==> src/rtl/doom_pkg.sv <==
// rtl/doom_pkg.sv - shared doom_fpga command-interface definitions
//
// Purpose: issuer FSM state encoding, default slave register addresses and
// the CMD_* command codes understood by the doom_fpga slave port.
// Ports: none (package).
package doom_pkg;

  typedef logic [2:0] state_t;

  localparam state_t ST_IDLE      = 3'd0;
  localparam state_t ST_WR_BASE   = 3'd1;
  localparam state_t ST_WR_CMD    = 3'd2;
  localparam state_t ST_RD_STATUS = 3'd3;
  localparam state_t ST_RESP      = 3'd4;

  localparam logic [7:0] ADDR_CMD_DEFAULT  = 8'd0;
  localparam logic [7:0] ADDR_BASE_DEFAULT = 8'd1;

  localparam logic [31:0] CMD_V_Init         = 32'h0000_0001;
  localparam logic [31:0] CMD_V_StartFrame   = 32'h0000_0002;
  localparam logic [31:0] CMD_V_FinishUpdate = 32'h0000_0003;
  localparam logic [31:0] CMD_I_GetEvent     = 32'h0000_0004;

  // True in the states that own an Avalon transfer.
  function automatic logic is_xfer(input state_t s);
    return (s == ST_WR_BASE) || (s == ST_WR_CMD) || (s == ST_RD_STATUS);
  endfunction

endpackage

==> src/rtl/doom_cmd_issuer_if.sv <==
// rtl/doom_cmd_issuer_if.sv - command, response and Avalon-MM signal bundle
//
// Purpose: groups the issuer's request/response handshakes and its Avalon
// master bus. modport master = issuer side, modport slave = environment side
// (requester, response consumer and the doom_fpga slave).
// Ports: cmd_valid/cmd_ready/cmd_code/cmd_base/cmd_base_en request,
//        rsp_valid/rsp_ready/rsp_status/rsp_cycles/rsp_timeout response,
//        m_address/m_read/m_write/m_writedata/m_readdata/m_waitrequest bus.
interface doom_cmd_issuer_if;

  logic        cmd_valid;
  logic        cmd_ready;
  logic [31:0] cmd_code;
  logic [31:0] cmd_base;
  logic        cmd_base_en;

  logic        rsp_valid;
  logic        rsp_ready;
  logic [31:0] rsp_status;
  logic [31:0] rsp_cycles;
  logic        rsp_timeout;

  logic [7:0]  m_address;
  logic        m_read;
  logic        m_write;
  logic [31:0] m_writedata;
  logic [31:0] m_readdata;
  logic        m_waitrequest;

  modport master (
    input  cmd_valid, cmd_code, cmd_base, cmd_base_en, rsp_ready,
           m_readdata, m_waitrequest,
    output cmd_ready, rsp_valid, rsp_status, rsp_cycles, rsp_timeout,
           m_address, m_read, m_write, m_writedata
  );

  modport slave (
    output cmd_valid, cmd_code, cmd_base, cmd_base_en, rsp_ready,
           m_readdata, m_waitrequest,
    input  cmd_ready, rsp_valid, rsp_status, rsp_cycles, rsp_timeout,
           m_address, m_read, m_write, m_writedata
  );

endinterface

==> src/rtl/doom_sat_counter.sv <==
// rtl/doom_sat_counter.sv - saturating up-counter with clear and enable
//
// Purpose: counts enabled cycles and sticks at all-ones.
// Ports: clk, rst_n (async active-low), clr, en, count[WIDTH-1:0].
module doom_sat_counter #(
  parameter int WIDTH = 32
) (
  input  logic             clk,
  input  logic             rst_n,
  input  logic             clr,
  input  logic             en,
  output logic [WIDTH-1:0] count
);

  always_ff @(posedge clk or negedge rst_n) begin
    if (!rst_n) begin
      count <= '0;
    end else if (clr) begin
      // Clear together with enable restarts the count including this cycle.
      count <= en ? WIDTH'(1) : '0;
    end else if (en && (count != '1)) begin
      count <= count + WIDTH'(1);
    end
  end

endmodule

==> src/rtl/doom_cmd_issuer.sv <==
// rtl/doom_cmd_issuer.sv - Avalon-MM master that issues one doom_fpga command
//
// Purpose: accepts a request, optionally writes the shared-memory base,
// writes the command code, reads back status and returns status, elapsed
// cycles and a timeout flag.
// Ports: clk, reset_n (async active-low), bus (doom_cmd_issuer_if.master).
module doom_cmd_issuer
  import doom_pkg::*;
#(
  parameter int         TIMEOUT_CYCLES = 1_000_000,
  parameter logic [7:0] ADDR_CMD       = ADDR_CMD_DEFAULT,
  parameter logic [7:0] ADDR_BASE      = ADDR_BASE_DEFAULT
) (
  input logic               clk,
  input logic               reset_n,
  doom_cmd_issuer_if.master bus
);

  localparam int                WAIT_W    = $clog2(TIMEOUT_CYCLES + 1);
  localparam logic [WAIT_W-1:0] WAIT_LAST = WAIT_W'(TIMEOUT_CYCLES - 1);

  state_t            state;
  logic [31:0]       code_q;
  logic [WAIT_W-1:0] wait_cnt;
  logic              xfer;
  logic              accept;
  logic              done;
  logic              timeout_hit;

  assign xfer        = is_xfer(state);
  assign accept      = (state == ST_IDLE) && bus.cmd_valid && bus.cmd_ready;
  assign done        = xfer && !bus.m_waitrequest;
  // This cycle would be stall number TIMEOUT_CYCLES: abort instead of waiting.
  assign timeout_hit = xfer && bus.m_waitrequest && (wait_cnt == WAIT_LAST);

  // The accept cycle counts as 1, then every transfer cycle adds one.
  doom_sat_counter #(.WIDTH(32)) u_cycle_cnt (
    .clk   (clk),
    .rst_n (reset_n),
    .clr   (accept),
    .en    (accept | xfer),
    .count (bus.rsp_cycles)
  );

  // Stall counter restarts for every transfer.
  doom_sat_counter #(.WIDTH(WAIT_W)) u_wait_cnt (
    .clk   (clk),
    .rst_n (reset_n),
    .clr   (accept | done | timeout_hit),
    .en    (xfer & bus.m_waitrequest & ~timeout_hit),
    .count (wait_cnt)
  );

  always_ff @(posedge clk or negedge reset_n) begin
    if (!reset_n) begin
      state           <= ST_IDLE;
      code_q          <= '0;
      bus.cmd_ready   <= 1'b0;
      bus.m_read      <= 1'b0;
      bus.m_write     <= 1'b0;
      bus.m_address   <= '0;
      bus.m_writedata <= '0;
      bus.rsp_valid   <= 1'b0;
      bus.rsp_status  <= '0;
      bus.rsp_timeout <= 1'b0;
    end else if (timeout_hit) begin
      // Debug escape: drops the request while the slave still stalls.
      bus.m_read      <= 1'b0;
      bus.m_write     <= 1'b0;
      bus.rsp_timeout <= 1'b1;
      bus.rsp_valid   <= 1'b1;
      state           <= ST_RESP;
    end else begin
      case (state)
        ST_IDLE: begin
          bus.cmd_ready <= 1'b1;
          if (accept) begin
            bus.cmd_ready   <= 1'b0;
            code_q          <= bus.cmd_code;
            bus.rsp_status  <= '0;
            bus.rsp_timeout <= 1'b0;
            bus.m_write     <= 1'b1;
            if (bus.cmd_base_en) begin
              bus.m_address   <= ADDR_BASE;
              bus.m_writedata <= bus.cmd_base;
              state           <= ST_WR_BASE;
            end else begin
              bus.m_address   <= ADDR_CMD;
              bus.m_writedata <= bus.cmd_code;
              state           <= ST_WR_CMD;
            end
          end
        end
        ST_WR_BASE: begin
          if (!bus.m_waitrequest) begin
            bus.m_address   <= ADDR_CMD;
            bus.m_writedata <= code_q;
            state           <= ST_WR_CMD;
          end
        end
        ST_WR_CMD: begin
          if (!bus.m_waitrequest) begin
            bus.m_write <= 1'b0;
            bus.m_read  <= 1'b1;
            state       <= ST_RD_STATUS;
          end
        end
        ST_RD_STATUS: begin
          if (!bus.m_waitrequest) begin
            bus.rsp_status <= bus.m_readdata;
            bus.m_read     <= 1'b0;
            bus.rsp_valid  <= 1'b1;
            state          <= ST_RESP;
          end
        end
        ST_RESP: begin
          if (bus.rsp_ready) begin
            bus.rsp_valid <= 1'b0;
            bus.cmd_ready <= 1'b1;
            state         <= ST_IDLE;
          end
        end
        default: state <= ST_IDLE;
      endcase
    end
  end

endmodule

==> src/flat_wrapper.sv <==
// flat-port wrapper written by rule: the top's interface ports become plain ports
module doom_cmd_issuer_flat import doom_pkg::*;
#(
  parameter int         TIMEOUT_CYCLES = 1_000_000,
  parameter logic [7:0] ADDR_CMD       = ADDR_CMD_DEFAULT,
  parameter logic [7:0] ADDR_BASE      = ADDR_BASE_DEFAULT
)
  (clk, reset_n, bus_cmd_valid, bus_cmd_code, bus_cmd_base, bus_cmd_base_en, bus_rsp_ready, bus_m_readdata, bus_m_waitrequest, bus_cmd_ready, bus_rsp_valid, bus_rsp_status, bus_rsp_cycles, bus_rsp_timeout, bus_m_address, bus_m_read, bus_m_write, bus_m_writedata);
  doom_cmd_issuer_if bus_i ();
  input logic clk;
  input logic reset_n;
  input wire logic [$bits(bus_i.cmd_valid)-1:0] bus_cmd_valid;
  input wire logic [$bits(bus_i.cmd_code)-1:0] bus_cmd_code;
  input wire logic [$bits(bus_i.cmd_base)-1:0] bus_cmd_base;
  input wire logic [$bits(bus_i.cmd_base_en)-1:0] bus_cmd_base_en;
  input wire logic [$bits(bus_i.rsp_ready)-1:0] bus_rsp_ready;
  input wire logic [$bits(bus_i.m_readdata)-1:0] bus_m_readdata;
  input wire logic [$bits(bus_i.m_waitrequest)-1:0] bus_m_waitrequest;
  output wire logic [$bits(bus_i.cmd_ready)-1:0] bus_cmd_ready;
  output wire logic [$bits(bus_i.rsp_valid)-1:0] bus_rsp_valid;
  output wire logic [$bits(bus_i.rsp_status)-1:0] bus_rsp_status;
  output wire logic [$bits(bus_i.rsp_cycles)-1:0] bus_rsp_cycles;
  output wire logic [$bits(bus_i.rsp_timeout)-1:0] bus_rsp_timeout;
  output wire logic [$bits(bus_i.m_address)-1:0] bus_m_address;
  output wire logic [$bits(bus_i.m_read)-1:0] bus_m_read;
  output wire logic [$bits(bus_i.m_write)-1:0] bus_m_write;
  output wire logic [$bits(bus_i.m_writedata)-1:0] bus_m_writedata;
  assign bus_i.cmd_valid = bus_cmd_valid;
  assign bus_i.cmd_code = bus_cmd_code;
  assign bus_i.cmd_base = bus_cmd_base;
  assign bus_i.cmd_base_en = bus_cmd_base_en;
  assign bus_i.rsp_ready = bus_rsp_ready;
  assign bus_i.m_readdata = bus_m_readdata;
  assign bus_i.m_waitrequest = bus_m_waitrequest;
  assign bus_cmd_ready = bus_i.cmd_ready;
  assign bus_rsp_valid = bus_i.rsp_valid;
  assign bus_rsp_status = bus_i.rsp_status;
  assign bus_rsp_cycles = bus_i.rsp_cycles;
  assign bus_rsp_timeout = bus_i.rsp_timeout;
  assign bus_m_address = bus_i.m_address;
  assign bus_m_read = bus_i.m_read;
  assign bus_m_write = bus_i.m_write;
  assign bus_m_writedata = bus_i.m_writedata;
  doom_cmd_issuer #(.TIMEOUT_CYCLES(TIMEOUT_CYCLES), .ADDR_CMD(ADDR_CMD), .ADDR_BASE(ADDR_BASE)) u_core (.clk(clk), .reset_n(reset_n), .bus(bus_i));
endmodule
==> config.mk <==
export PLATFORM = sky130hd
export DESIGN_NAME = doom_cmd_issuer_flat
export DESIGN_NICKNAME = d
export VERILOG_FILES = /design/src/rtl/doom_pkg.sv /design/src/rtl/doom_cmd_issuer_if.sv /design/src/rtl/doom_sat_counter.sv /design/src/rtl/doom_cmd_issuer.sv /design/src/flat_wrapper.sv
export SDC_FILE = /design/constraint.sdc
export NUM_CORES = 1
export LEC_CHECK = 0
export CORE_ASPECT_RATIO = 2
export CORE_MARGIN = 2
export CORE_UTILIZATION = 49
export DETAILED_ROUTE_END_ITERATION = 12
export HOLD_SLACK_MARGIN = 0.06
export PLACE_DENSITY_LB_ADDON = 0.25
export SLEW_MARGIN = 5
export SYNTH_ARGS = -nofsm -noshare
export SYNTH_HDL_FRONTEND = slang
export SYNTH_SLANG_ARGS = --single-unit
==> constraint.sdc <==
create_clock -name clk -period 2.4 [get_ports clk]
set_input_delay 0.48 -clock clk [delete_from_list [all_inputs] [get_ports clk]]
set_output_delay 0.48 -clock clk [all_outputs]
set_load 0.02 [all_outputs]
==> metrics.yaml, run 1 <==
power.internal_w: 0.00674
core_sq_um: 15700
final_nets: 1201
cp.required_ps: 2720
antenna_cells: 0
syn_to_final_growth_pct: 38.5
grt_max_degree: 66
dpl.hpwl_um: 14900
post-place-ws_ps: 8.66
cp.arrival_ps: 2520
clock_path_buffers: 2
clk_latency_ps: 420
finalCriticalPeriod_ps: 2200
n_fill_cell: 1265
cts_tree: "built"
synth.most_common_cell: "nand2_1"
switching_share_pct: 37.0
finalHoldViolations: 0
synth_warnings: 0
cts-resized-gates: 0
grt_pass1_wl_um: 34500
rsz0062_at_grt: "false"
netlist_area_sq_um: 7820
yosysTopAreaCellShare_pct: 50.2
status: "complete, no violations"
cp_max_fo: 26
synth_cell_type_count: 59
hp-class: "reg2reg"
cts-root-buf: "clkbuf_16"
power.density_nw_per_um2: 987
clk_pin_slew_ps: 60
start_util_pct: 49.8
dieArea_sq_um: 17100
dr.pass1.iters: 5
port_buffers: 203
hold_buffers: 1
die_h_um: 183
wl_per_cell_um: 15.8
drt_iter0_drc: 289
slew_viol_final: 0
fmaxAchievable_mhz: 455
worstMarginPinSlew_ps: 803
viasPerCell: 5.48
finalSetupViolations: 0
yosys.area.top_type: "dfrtp_1"
endpoint_kind: "register"
ant_nets: 0
cts_buffers: 17
skew_ps: 9.83
relSlewSlack_pct: 45.9
drive_gt1_share_pct: 8.83
syn_avg_cell_area_sq_um: 8.83
critPathKind: "reg2reg"
vias: 7185
hold_ws_ps: 463
postSynthCellCount: 886
antenna_found_initial: 0
worst_slack_ps: 200
die_w_um: 93.4
row_count: 65
cts_setup_buffers: 0
cts_max_level: 4
leakagePower_nw: 4.92
synth_common_cells: "260 x nand2_1, 157 x dfrtp_1, 82 x o21ai_0, 62 x nand3_1, 44 x a21oi_1"
ys_seq_area_share_pct: 50.2
gr-total-overflow: 0
wirelength_um: 20800
synthTopCellsByArea: "dfrtp_1 50%, nand2_1 12%, o21ai_0 5.2%, mux2i_1 4.9%, nand3_1 4.0%"
ir_drop_v: 0.000619
gp_congestion: 0.873
cts_sinks: 157
drv_cap: 0
clkPwrFrac_pct: 25.0
p_switching_w: 0.00396
drcViolationCount: 0
worstSetupStartpointType: "register"
period_share_pct: 91.7
p_seq_share_pct: 35.7
globalRouteTotalUtil_pct: 25.3
ys_async_sr_fraction_pct: 100
ios: 211
synth_edf_count: 0
fin_tns_setup_ps: 0
ys_ff_latch: 157
p_comb_share_pct: 39.3
grt_pass1_vias: 7287
ys.flop_type: "dfrtp_1"
==> cells in the final DEF (no fill, tap or decap), drive strengths merged, types with 8 or more instances in the layout <==
cell           instances
nand3                 63
a21oi                 44
o21ai                 85
mux2i                 38
clkdlybuf4s50        201
clkbuf                20
nand2                260
inv                   11
or4                   20
o31ai                 20
nor4                  10
nor2                  18
and3                   8
nand4                 14
or3                   21
buf                   48
dfrtp                157
==> per-layer routing <==
layer | wire length, um | share of wire [%] | global-route usage, % | up-vias
met2 | 11100 | 53 | 45.9 | 211
li1 | - | - | - | 3509
met5 | 0 | 0 | 0 | -
met1 | 8150 | 39 | 28.0 | 3430
met3 | 999 | 4.8 | 4.87 | 35
met4 | 537 | 2.6 | 11.3 | 0
==> sequential cells by signal, summed over array words and instances (netlist names) <==
signal and flops:
u_core.bus.rsp_timeout 1, u_core.bus.m_address 1, u_core.code_q 32, u_core.bus.m_read 1, u_core.bus.cmd_ready 1, u_core.state 3
u_core.bus.rsp_valid 1, u_core.u_cycle_cnt.count 32, u_core.bus.m_write 1, u_core.u_wait_cnt.count 20, u_core.bus.rsp_status 32, u_core.bus.m_writedata 32
==> power groups by stage <==
stage / Clock, W / Sequential [W] / Combinational, W
2_1_floorplan: 0 / 0.00436 / 0.00182
3_3_place_gp: 0 / 0.00384 / 0.00415
4_1_cts: 0.00272 / 0.00382 / 0.00425
5_1_grt: 0.00283 / 0.00392 / 0.00467
3_5_place_dp: 0 / 0.00387 / 0.00423
6_report: 0.00268 / 0.00382 / 0.00420
==> worst max-delay path, cell delays in order (launching register included) <==
cell,delay (ps)
dfrtp_1,410
or4b_1,580
nor4_4,220
a21o_2,470
buf_4,230
o211ai_1,100
o31ai_1,100
==> per-stage QoR <==
step / std cells / instance area [sq um] / power [W] / utilization, %
after floorplan: 892 / 7850 / 0.00618 / -
after global placement: 1278 / 10200 / 0.00799 / 65.3
after detailed placement: 1278 / 10200 / 0.00810 / 65.3
after CTS: 1311 / 10800 / 0.0108 / 69.0
after global routing: 1311 / 10800 / 0.0114 / 69.0
final: 1311 / 10800 / 0.0107 / 69.0
==> layout make-up <==
cell class                 instances  area [sq um]  share of cell area (%)
sequential                       157          3930                    36.3
multi-input combinational        663          3600                    33.2
timing repair buffer             250          2450                    22.6
clock buffer                      20           447                    4.12
tap                              201           251                    2.32
clock inverter                    12           135                    1.25
inverter                           8          30.0                   0.277
==> cell families after synthesis <==
| logic type | after synthesis | synth area share, % |
|---|---|---|
| buffers and inverters | 72 | 4.43 |
| AND/OR/NAND/NOR | 442 | 27.1 |
| flip-flops | 157 | 50.2 |
| XOR/XNOR | 3 | 0.336 |
| other | 1 | 0.0479 |
| multiplexers | 38 | 4.86 |
| adder cells (fa/ha/maj) | 3 | 0.448 |
| AO/OA/AOI/OAI | 170 | 12.6 |
==> worst paths after layout <==
kind                                             start  slack [ps]                         end  cells past startpoint
max                        u_core.u_wait_cnt.count[10]         200  u_core.u_wait_cnt.count[1]                      6
min reg2reg                  u_core.bus.rsp_status[16]         460   u_core.bus.rsp_status[16]                      2
max in group asynchronous                      reset_n        1050           u_core.code_q[27]                      3
min                          u_core.bus.rsp_status[16]         460   u_core.bus.rsp_status[16]                      2
min in group asynchronous                      reset_n         560   u_core.bus.m_writedata[9]                      2
max reg2reg                u_core.u_wait_cnt.count[10]         200  u_core.u_wait_cnt.count[1]                      6
No activity file was read; power rests on OpenSTA's default activity.
==> run 2, diff against run 1 <==
- CTS_CLUSTER_DIAMETER: unset -> 200
- CTS_CLUSTER_SIZE: unset -> 20
==> results of run 2 <==
The final DEF is identical to that of run 1; final timing and power are the same.
